### config.mk
export PLATFORM = sky130hd
export DESIGN_NAME = mips_hilo_muldiv
export DESIGN_NICKNAME = d
export VERILOG_FILES = /design/src/rtl/mips_muldiv_pkg.sv /design/src/rtl/mips_hilo_muldiv.sv
export SDC_FILE = /design/constraint.sdc
export NUM_CORES = 1
export LEC_CHECK = 0
export CAP_MARGIN = 15
export CORE_ASPECT_RATIO = 1.1
export CORE_UTILIZATION = 60
export DETAILED_ROUTE_END_ITERATION = 10
export DONT_BUFFER_PORTS = 1
export GPL_ROUTABILITY_DRIVEN = 0
export PLACE_DENSITY = 0.76
export SLEW_MARGIN = 15
export SYNTH_ARGS = -nofsm -noshare
export SYNTH_HDL_FRONTEND = slang
export SYNTH_SLANG_ARGS = --single-unit
### constraint.sdc
create_clock -name clk -period 10.2 [get_ports clk]
set_input_delay 2.04 -clock clk [delete_from_list [all_inputs] [get_ports clk]]
set_output_delay 2.04 -clock clk [all_outputs]
set_load 0.005 [all_outputs]
### src/rtl/mips_muldiv_pkg.sv
// mips_muldiv_pkg: op/state encodings and shared datapath helpers for the HI/LO mul/div unit
package mips_muldiv_pkg;
  localparam int MAXW = 64;
  localparam logic [1:0] OP_MULT  = 2'd0;
  localparam logic [1:0] OP_MULTU = 2'd1;
  localparam logic [1:0] OP_DIV   = 2'd2;
  localparam logic [1:0] OP_DIVU  = 2'd3;
  typedef enum logic [1:0] {MULT = OP_MULT, MULTU = OP_MULTU, DIV = OP_DIV, DIVU = OP_DIVU} muldiv_op_t;
  typedef enum logic [1:0] {IDLE, RUN, SIGN} muldiv_state_t;
  typedef logic [2*MAXW-1:0] wide_t;
  function automatic wide_t neg(input wide_t x);
    return ~x + wide_t'(1);
  endfunction
  function automatic wide_t mag(input wide_t x, input logic s);
    return s ? neg(x) : x;
  endfunction
  // One shift-add step: acc is {partial_product, remaining_multiplier}, w bits each
  function automatic wide_t mul_step(input wide_t acc, input wide_t mc, input int w);
    logic [2*MAXW:0] t;
    t = {1'b0, acc};
    if (acc[0]) t = t + ({1'b0, mc} << w);
    return t[2*MAXW:1];
  endfunction
  // One restoring step: acc is {remainder, quotient}; subtract only when it fits
  function automatic wide_t div_step(input wide_t acc, input wide_t dv, input int w);
    logic [2*MAXW:0] t;
    logic [2*MAXW:0] d;
    t = {acc, 1'b0};
    d = {1'b0, dv} << w;
    if (t >= d) begin
      t = t - d;
      t[0] = 1'b1;
    end
    return t[2*MAXW-1:0];
  endfunction
endpackage

### src/rtl/mips_hilo_muldiv.sv
// mips_hilo_muldiv: iterative MULT/MULTU/DIV/DIVU unit owning HI/LO, one bit per cycle
// Results land WIDTH+1 cycles after start; busy stalls MFHI/MFLO and further issue
module mips_hilo_muldiv
  import mips_muldiv_pkg::*;
#(
  parameter int WIDTH = 32
) (
  input  logic             clk,
  input  logic             reset,
  input  logic             clk_enable,
  input  logic             start,
  input  logic [1:0]       op,
  input  logic [WIDTH-1:0] rs_val,
  input  logic [WIDTH-1:0] rt_val,
  input  logic             hi_we,
  input  logic             lo_we,
  input  logic [WIDTH-1:0] wdata,
  output logic             busy,
  output logic             done,
  output logic [WIDTH-1:0] hi,
  output logic [WIDTH-1:0] lo
);
  localparam int CW = $clog2(WIDTH);
  muldiv_state_t      r_state, w_next;
  muldiv_op_t         r_op;
  logic [CW-1:0]      r_cnt;
  logic [2*WIDTH-1:0] r_acc;
  logic [WIDTH-1:0]   r_opnd, r_hi, r_lo, w_res_hi, w_res_lo;
  logic               r_sa, r_sb, r_div0, r_done, w_sa, w_sb, w_unused;
  wide_t              w_a_ext, w_b_ext, w_acc_ext, w_opnd_ext, w_q_ext, w_r_ext;
  wide_t              w_ma_ext, w_mb_ext, w_st_ext, w_pr_ext, w_nq_ext, w_nr_ext;
  always_comb begin
    w_a_ext = '0;
    w_a_ext[WIDTH-1:0] = rs_val;
    w_b_ext = '0;
    w_b_ext[WIDTH-1:0] = rt_val;
    w_acc_ext = '0;
    w_acc_ext[2*WIDTH-1:0] = r_acc;
    w_opnd_ext = '0;
    w_opnd_ext[WIDTH-1:0] = r_opnd;
    w_q_ext = '0;
    w_q_ext[WIDTH-1:0] = r_acc[WIDTH-1:0];
    w_r_ext = '0;
    w_r_ext[WIDTH-1:0] = r_acc[2*WIDTH-1:WIDTH];
    w_sa = ~op[0] & rs_val[WIDTH-1];
    w_sb = ~op[0] & rt_val[WIDTH-1];
    w_ma_ext = mag(w_a_ext, w_sa);
    w_mb_ext = mag(w_b_ext, w_sb);
    w_st_ext = r_op[1] ? div_step(w_acc_ext, w_opnd_ext, WIDTH) : mul_step(w_acc_ext, w_opnd_ext, WIDTH);
    w_pr_ext = mag(w_acc_ext, r_sa ^ r_sb);
    w_nq_ext = mag(w_q_ext, r_sa ^ r_sb);
    w_nr_ext = mag(w_r_ext, r_sa);
    w_res_hi = r_op[1] ? w_nr_ext[WIDTH-1:0] : w_pr_ext[2*WIDTH-1:WIDTH];
    w_res_lo = !r_op[1] ? w_pr_ext[WIDTH-1:0] : r_div0 ? '1 : w_nq_ext[WIDTH-1:0];
    w_next = (r_state == IDLE) ? (start ? RUN : IDLE) :
             (r_state == RUN) ? ((r_cnt == '0) ? SIGN : RUN) : IDLE;
  end
  assign w_unused = ^{w_ma_ext, w_mb_ext, w_st_ext, w_pr_ext, w_nq_ext, w_nr_ext, r_op};
  always_ff @(posedge clk)
    if (reset) r_state <= IDLE;
    else if (clk_enable) r_state <= w_next;
  always_ff @(posedge clk) begin
    if (reset) begin
      r_op   <= MULT;
      r_cnt  <= '0;
      r_acc  <= '0;
      r_opnd <= '0;
      r_sa   <= 1'b0;
      r_sb   <= 1'b0;
      r_div0 <= 1'b0;
      r_hi   <= '0;
      r_lo   <= '0;
      r_done <= 1'b0;
    end else if (clk_enable) begin
      r_done <= (r_state == SIGN);
      if (r_state == IDLE && start) begin
        r_op   <= muldiv_op_t'(op);
        r_sa   <= w_sa;
        r_sb   <= w_sb;
        r_div0 <= op[1] && (rt_val == '0);
        r_cnt  <= CW'(WIDTH - 1);
        r_acc  <= {{WIDTH{1'b0}}, w_ma_ext[WIDTH-1:0]};
        r_opnd <= w_mb_ext[WIDTH-1:0];
      end else if (r_state == IDLE) begin
        if (hi_we) r_hi <= wdata;
        if (lo_we) r_lo <= wdata;
      end else if (r_state == RUN) begin
        r_acc <= w_st_ext[2*WIDTH-1:0];
        r_cnt <= r_cnt - CW'(1);
      end else begin
        r_hi <= w_res_hi;
        r_lo <= w_res_lo;
      end
    end
  end
  assign busy = (r_state != IDLE);
  assign done = r_done;
  assign hi   = r_hi;
  assign lo   = r_lo;
endmodule

# == Word-level counts from Yosys, hierarchy flattened ==
# Cells that the tools add are included.
# word_totals
out_inout_bits,66
latchBits,0
ramBits,0
in_bits,104
mem_bits_ro,0
word_cells,74
mem_count,0
reg_bits,173
# op_classes
n_mux,27
eq_ne,6
n_addsub,8
n_reduce_logical,11
n_lt_le_gt_ge,1
multipliers,0
bitwise,10
div_mod_pow,0
shift,0
# op_table
cell,n
$mux 32,13
$mux 64,6
$add 32x1->32 const B,4
$not 32->32,4
$add 64x64->65,1
$ge 65x64->1,1
$mux 65,1
$add 64x1->64 const B,1
$not 64->64,1
$sub 64x64->64,1
$logic_not 32->1,1
$mux 5,3
$reduce_and 4->1,2
$mux 2,3
$ne 2x2->1 const B,3
$logic_not 5->1,1
$sub 5x1->5 const B,1
$reduce_bool 2->1,2
$reduce_and 3->1,1
$and 1x1->1,2
$eq 2x1->1 const B,1
$eq 2x2->1 const B,1
$logic_and 1x1->1,2
$logic_not 2->1,1
5 further kinds,6

# == Depth between registers and ports, before layout ==
# Gate-level depths: netlist of the first run.
# logic_depth
word_depth,7
ltp_mapped,14
depth_no_buf,13

# == Worst setup path after synthesis of the first run ==
# OpenSTA, ideal clock, no wires.
# synth_path
path_type,input-to-reg
start,in rs_val[5]
end,reg r_acc[29]
t_required_ps,10068
setup_ps,132
t_arrival_ps,4192
n_path_buf,0
path_stages,9
path_slack_ps,5876
path_cell_list,or3_1 -> or4_1 -> nor3_1 -> nand2_1 -> nor4_1 -> a21oi_1 -> xor2_1 -> o21ai_0 -> a21oi_1
# synth_between
elab_chain_len,4
# synth_lines
item,line_no,source
start: declaration,mips_hilo_muldiv.sv:13,"input logic [WIDTH-1:0] rs_val,"
$not 32->32,mips_muldiv_pkg.sv:12,return ~x + wide_t'(1);
$add 32x1->32,mips_muldiv_pkg.sv:12,
$mux 32,mips_muldiv_pkg.sv:15,return s ? neg(x) : x;
$mux 64,mips_hilo_muldiv.sv:76,if (r_state == IDLE && start) begin
end signal: assignment,mips_hilo_muldiv.sv:82,"r_acc <= {{WIDTH{1'b0}}, w_ma_ext[WIDTH-1:0]};"
end signal: assignment,mips_hilo_muldiv.sv:88,r_acc <= w_st_ext[2*WIDTH-1:0];
end: declaration,mips_hilo_muldiv.sv:27,logic [2*WIDTH-1:0] r_acc;
# No other way between the ends.
# A chain may end at the register's enable or synchronous reset.

# == Final worst setup path of the first run ==
# layout_path
start,reg r_acc[0]
end,reg r_acc[61]
# layout_between
elab_chain_len,6
elab_cells_between_ends,9
cone_classes,add/sub (2); order compare (1); mux (6)
# layout_lines
item,line_no,source
"$add 64x64->65, or another cell as far along",mips_muldiv_pkg.sv:21,"if (acc[0]) t = t + ({1'b0, mc} << w);"
$mux 65 / $mux 64 (equally long branches),"mips_muldiv_pkg.sv:21, mips_muldiv_pkg.sv:30",
$mux 64 (*),mips_hilo_muldiv.sv:49,"w_st_ext = r_op[1] ? div_step(w_acc_ext, w_opnd_ext, WIDTH) : mul_step(w_acc_ext, w_opnd_ext, WIDTH);"
$mux 64 (*),mips_hilo_muldiv.sv:87,end else if (r_state == RUN) begin
$mux 64 (*),mips_hilo_muldiv.sv:84,end else if (r_state == IDLE) begin
$mux 64 (*),mips_hilo_muldiv.sv:76,
# Mark *: on every way between the ends. The rest lies on a longest branch, timed or not. The select of a mux whose other input is x is not followed.

==> results.md, run 1 <==
- Status: completed
- Initial antenna violation count: 0
- Critical Path AT: 4.68 ns
- Post-Layout Cell Count: 2,146
- Share of layout cells above drive strength 1: 5.15%
- Core ar.: 0.0231 mm^2
- Netlist Area Pre-Place: 0.0143 mm^2
- Fin crit period: 4.32 ns
- Wire per inst: 21.1 um
- Max-cap violations: 0
- Iteration count of the initial detailed-routing pass: 6
- Hold WS: 0.474 ns
- WP depth: 12
- I/O Buffers: 0
- Nets: 2,009
- Final Max Slew Viols: 0
- Post-CTS Hold Fix Bufs: 0
- Clock Path Buffers: 2
- Pin count of the biggest net entering global routing: 145
- Worst-path cell chain: clkinv_1, ha_1, nor3b_1, and4b_2, nand3_1, nor3_1, o21ai_1, a31oi_4, buf_4, nand2_1, or3_1, a22oi_1
- Startpoint types: flop
- HP Class: flop to flop
- Yosys warns: 0
- Tcrit/Tclk final: 42.3%
- Pleak: 5.72 nW
- Vias: 14,600
- Routed WL: 45,400 um
- RSZ-0062 raised after global routing: false
- FF+latch count, synth: 172
- DP Cell Count: 2,114
- Clk root buf: clkbuf_16
- Worst path max stage delay: 0.51 ns
- Final setup violation count: 0
- Vias in the first global route: 13,300
- Die area: 0.0245 mm^2
- Syn Area/Cell: 7.40 um^2
- CP max-delay cell: a31oi_4
- Hold Crit Depth: 2
- Design Power: 0.00187 W
- TritonCTS clock tree: done
- Most common cell after layout, fill and taps aside: a21oi_1
- Vias per inst: 6.80
- P per Cell Area: 126 mW/mm^2
- IO Pins: 170
- Worst skew pair latency: 0.45 ns
- Peak VDD IR: 0.110 mV
- Crit path buf inv count: 2
- Antenna cells: 0
- Max Clock Skew: 0.0154 ns
- H-Tree Depth: 4
- EDFF count, synth: 0
- Sequential fraction of the synthesis area: 24.0%
- Number of CTS-inserted buffers: 17
- Crit-path max FO: 19
- Fill count: 2,084
- Global-route wire length before repair: 71,100 um
- Post-route DRC: 0
- Slew @ Worst Pin: 1.19 ns
- Slew HR: 20.5%
- Syn nets: 2,112
- Final hold vios: 0
- Crit Path Category: flop to flop
- ANT nets after route: 0
- Post-synth cell types: 92
- Die X: 149 um
- Gr usage total: 36.9%
- Iteration-0 DRC Markers: 1,712
- CP required: 10.56 ns
- Clock-pin slew on the worst setup and hold paths: 0.08 ns
- Max frequency: 232 MHz
- Postcts setup bufs: 0
- Die Height: 164 um
- Fraction of registers with async set or reset after synthesis: 0%
- Commonest cells after routing, fill and taps aside: a21oi_1 (208), nand2_1 (207), nor2_1 (189)
- # rows: 58
- Primary FF master, synth: dfxtp_1
- Post-Place Worst Slack: 5.54 ns
- Final WS setup: 5.88 ns
- GR Overflow Total: 0
- Starting Density: 61.9%
- Top delay family on crit path: simple AND/OR/NAND/NOR gates
- P&R area growth vs syn: 3.62%
- Post-DP HPWL: 33,900 um
- Synth Instances: 1,936
- Total negative setup slack: 0 ns
- CP endpoint kind: flop
- R2R depth: 12
- Clk sinks: 172
- # resized after CTS: 0
-- metrics by stage --
stage | utilization, % | instance area, um^2
6_report | 64.1 | 14900
5_1_grt | 64.1 | 14900
4_1_cts | 64.1 | 14900
3_5_place_dp | 61.5 | 14200
3_3_place_gp | 61.5 | 14200
2_1_floorplan | - | 14300
-- registers in the layout, indices dropped and copies added, names as in the netlist --
signal,cells
r_acc,64
hi,32
lo,32
r_opnd,32
r_cnt,5
r_state,2
done,1
r_div0,1
r_op,1
r_sa,1
r_sb,1
-- cells in the mapped netlist, drive strengths merged, types with 4 or more instances --
library cell	count	share of area, %
a2111oi	6	0.50
a211o	6	0.37
a211oi	74	3.9
a21boi	4	0.21
a21o	33	1.7
a21oi	209	7.3
a221oi	17	1.0
a222oi	5	0.35
a22o	17	1.0
a22oi	6	0.31
a311oi	12	0.73
a31oi	33	1.6
a41oi	4	0.24
and2	14	0.62
and3	11	0.49
buf	11	0.38
clkbuf	123	3.6
dfxtp	172	24
ha	70	6.1
inv	74	1.9
mux2	13	1.0
mux2i	25	1.7
nand2	208	5.5
nand2b	12	0.52
nand3	24	0.84
nand4	13	0.67
nor2	192	5.0
nor2b	20	0.87
nor3	46	1.7
nor4	20	0.98
o211ai	28	1.5
o21a	7	0.37
o21ai	106	3.7
o21bai	10	0.52
o221ai	23	1.4
o22ai	10	0.44
o31ai	21	1.1
o41ai	13	0.93
or2	7	0.31
or3	23	1.0
or4	6	0.34
xnor2	83	5.1
xor2	81	5.0
-- where the power goes --
part / leakage, nW / internal, W / total (W) / switching, W
Clock: 0.296 / 0.000337 / 0.000668 / 0.000330
Combinational: 4.02 / 0.000170 / 0.000448 / 0.000278
Sequential: 1.40 / 0.000706 / 0.000759 / 0.0000534
Total: 5.72 / 0.00121 / 0.00187 / 0.000661
-- area by class of cell --
cell class / count / area, um^2 / area share, %
sequential: 172 / 3450 / 23.2
clock inverter: 14 / 165 / 1.11
multi-input combinational: 1551 / 10000 / 67.5
timing repair buffer: 15 / 113 / 0.758
tap: 300 / 375 / 2.53
inverter: 76 / 285 / 1.92
clock buffer: 18 / 439 / 2.96
-- kinds of logic after synthesis --
group                    count (synthesis)  synth area share [%]
buffers and inverters                  213                  6.22
AND/OR/NAND/NOR                        613                  19.9
flip-flops                             172                  24.0
AO/OA/AOI/OAI                          664                  30.7
adder cells (fa/ha/maj)                 72                  6.39
XOR/XNOR                               164                  10.0
multiplexers                            38                  2.77
-- path summary, 6_finish.rpt --
check	from	to	slack, ns
min	done	done	0.47
min reg2reg	done	done	0.47
max	r_acc[0]	r_acc[61]	5.88
max reg2reg	r_acc[0]	r_acc[61]	5.88
-- worst register-to-register path: stages (launching register included) --
cell,delay (ns)
dfxtp_1,0.32
clkinv_1,0.39
ha_1,0.26
nor3b_1,0.47
and4b_2,0.42
nand3_1,0.20
nor3_1,0.28
o21ai_1,0.15
a31oi_4,0.51
buf_4,0.38
nand2_1,0.24
or3_1,0.43
a22oi_1,0.17
-- layer usage --
metal  GRT usage, %  vias up  share of wire [%]  wire length (um)
li1               -     6860                  -                 -
met1           49.1     6752                 41             18700
met2           56.8      830                 44             19900
met3           8.61      153                 11              4910
met4           16.0        0                3.9              1780
met5              0        -                  0                 0
(Power assumes the default switching activity.)
==> run 2: changes to the inputs <==
--- a/config.mk
+++ b/config.mk
@@ -7,11 +7,11 @@
 export LEC_CHECK = 0
 export CAP_MARGIN = 15
 export CORE_ASPECT_RATIO = 1.1
-export CORE_UTILIZATION = 60
+export CORE_UTILIZATION = 59
 export DETAILED_ROUTE_END_ITERATION = 10
 export DONT_BUFFER_PORTS = 1
 export GPL_ROUTABILITY_DRIVEN = 0
-export PLACE_DENSITY = 0.76
+export PLACE_DENSITY = 0.78
 export SLEW_MARGIN = 15
 export SYNTH_ARGS = -nofsm -noshare
 export SYNTH_HDL_FRONTEND = slang
==> constraint.sdc (replaced) <==
create_clock -name clk -period 3.5 [get_ports clk]
set_input_delay 0.7 -clock clk [delete_from_list [all_inputs] [get_ports clk]]
set_output_delay 0.7 -clock clk [all_outputs]
set_load 0.005 [all_outputs]
==> run 2 against run 1 <==
Net effect: cell count increased by 3.5%; count of clock-buffer cells in the layout decreased by 1; clock skew increased by 0.0028 ns; wire length increased by 6.7%; worst setup slack got worse by 5.7 ns; design area increased by 3.9%; sequential cell count unchanged; register-to-register slack got worse by 5.7 ns; maximum frequency increased by 28%; via count increased by 3.5%.
==> results.md, run 2 (synthesis results as in run 1) <==
- Status: completed
- Slew @ Worst Pin: 0.935 ns
- Die area: 0.0249 mm^2
- Vias per inst: 6.80
- Fin crit period: 3.37 ns
- RSZ-0062 raised after global routing: false
- I/O Buffers: 0
- R2R depth: 12
- GR Overflow Total: 0
- Die X: 151 um
- Iteration count of the initial detailed-routing pass: 7
- Worst r2r src: r_opnd[27]
- R2r endpoint: r_acc[54]
- Clk root buf: clkbuf_16
- Starting Density: 60.3%
- Hold Crit Start: reset
- Worst skew pair latency: 0.45 ns
- CP required: 3.83 ns
- Antenna cells: 0
- Worst-path cell chain: inv_1, ha_1, a21o_1, a221o_1, a21oi_1, o21a_1, o41a_1, a31o_2, buf_4, nand2_1, and3_1, o41ai_1
- ANT nets after route: 0
- Number of CTS-inserted buffers: 17
- Clock-pin slew on the worst setup and hold paths: 0.08 ns
- Post-DP HPWL: 36,300 um
- Initial antenna violation count: 0
- Worst path max stage delay: 0.40 ns
- CP endpoint kind: flop
- Routed WL: 48,400 um
- Global-route wire length before repair: 73,200 um
- Max Clock Skew: 0.0182 ns
- Vias in the first global route: 13,600
- Final Max Slew Viols: 0
- Nets: 2,079
- Top reg by flops: r_acc
- Worst reg2reg setup slack: 0.13 ns
- Vias: 15,100
- # rows: 59
- Max frequency: 297 MHz
- IO Pins: 170
- Wire per inst: 21.8 um
- Post-Place Worst Slack: 0.123 ns
- HP Class: input port to flop
- Slew HR: 37.5%
- P&R area growth vs syn: 7.71%
- Commonest cells after routing, fill and taps aside: nand2_1 (207), a21oi_1 (207), nor2_1 (190)
- Tcrit/Tclk final: 96.2%
- P per Cell Area: 360 mW/mm^2
- Iteration-0 DRC Markers: 1,982
- Final setup violation count: 0
- Max-cap violations: 0
- Final hold vios: 0
- Gr usage total: 37.8%
- Final WS setup: 0.134 ns
- WP depth: 12
- Clock Path Buffers: 2
- Peak VDD IR: 0.253 mV
- Startpoint types: flop
- Core ar.: 0.0238 mm^2
- Clk sinks: 172
- Post-CTS Hold Fix Bufs: 0
- Crit-path max FO: 10
- Max reg flops: 64
- Critical path startpoint: r_opnd[27]
- Total negative setup slack: 0 ns
- Die Height: 165 um
- TritonCTS clock tree: done
- CP max-delay cell: a221o_1
- Critical Path AT: 3.70 ns
- Top delay family on crit path: compound AO/OA/AOI/OAI gates
- Crit Path Category: flop to flop
- Share of layout cells above drive strength 1: 8.82%
- Crit path buf inv count: 2
- Post-route DRC: 0
- Critical path endpoint: r_acc[54]
- H-Tree Depth: 4
- Pleak: 6.09 nW
- Pin count of the biggest net entering global routing: 145
[run 2: where the power goes]
group          switching (W)  total, W  internal, W
Combinational       0.000882   0.00143     0.000548
Clock               0.000982   0.00195     0.000963
Sequential          0.000127   0.00218      0.00206
Total                0.00199   0.00556      0.00357
[run 2: worst min path at each step]
stage | to | slack [ns] | cells past startpoint
global route | r_cnt[4] | 0.31 | 1
global placement | done | 0.46 | 2
CTS | r_op[1] | 0.32 | 1
finish | r_cnt[4] | 0.31 | 1
detailed placement | lo[21] | 0.46 | 2
floorplan | lo[25] | 0.45 | 2
[run 2: final cells by class]
class                      count  area (um^2)
multi-input combinational   1551        10100
sequential                   172         3450
clock buffer                  17          425
inverter                      76          285
clock inverter                15          179
fill                        2089         8330
tap                          305          382
timing repair buffer          85          663
[run 2: metrics by stage]
step           utilization (%)  total power [W]  cells  area (um^2)  hold slack, ns
5_1_grt                   64.9          0.00576   2221        15400           0.310
3_3_place_gp              62.1          0.00355   2183        14800           0.457
2_1_floorplan                -          0.00323   1936        14300           0.446
6_report                  64.9          0.00556   2221        15400           0.311
4_1_cts                   64.6          0.00549   2215        15400           0.323
3_5_place_dp              62.1          0.00358   2183        14800           0.461
[run 2: per-layer routing]
layer,vias to the layer above,track usage [%],part of all wire [%]
li1,7005,-,-
met1,6948,51.0,39
met2,997,57.7,43
met3,160,8.60,13
met4,0,16.0,4.6
met5,-,0,0
[run 2: what timing repair did]
item | CTS | global route
buffers inserted | 0 | 6
endpoints found under the hold margin | 0 | 0
resized for setup | 0 | 9
setup endpoints to repair | 0 | 9
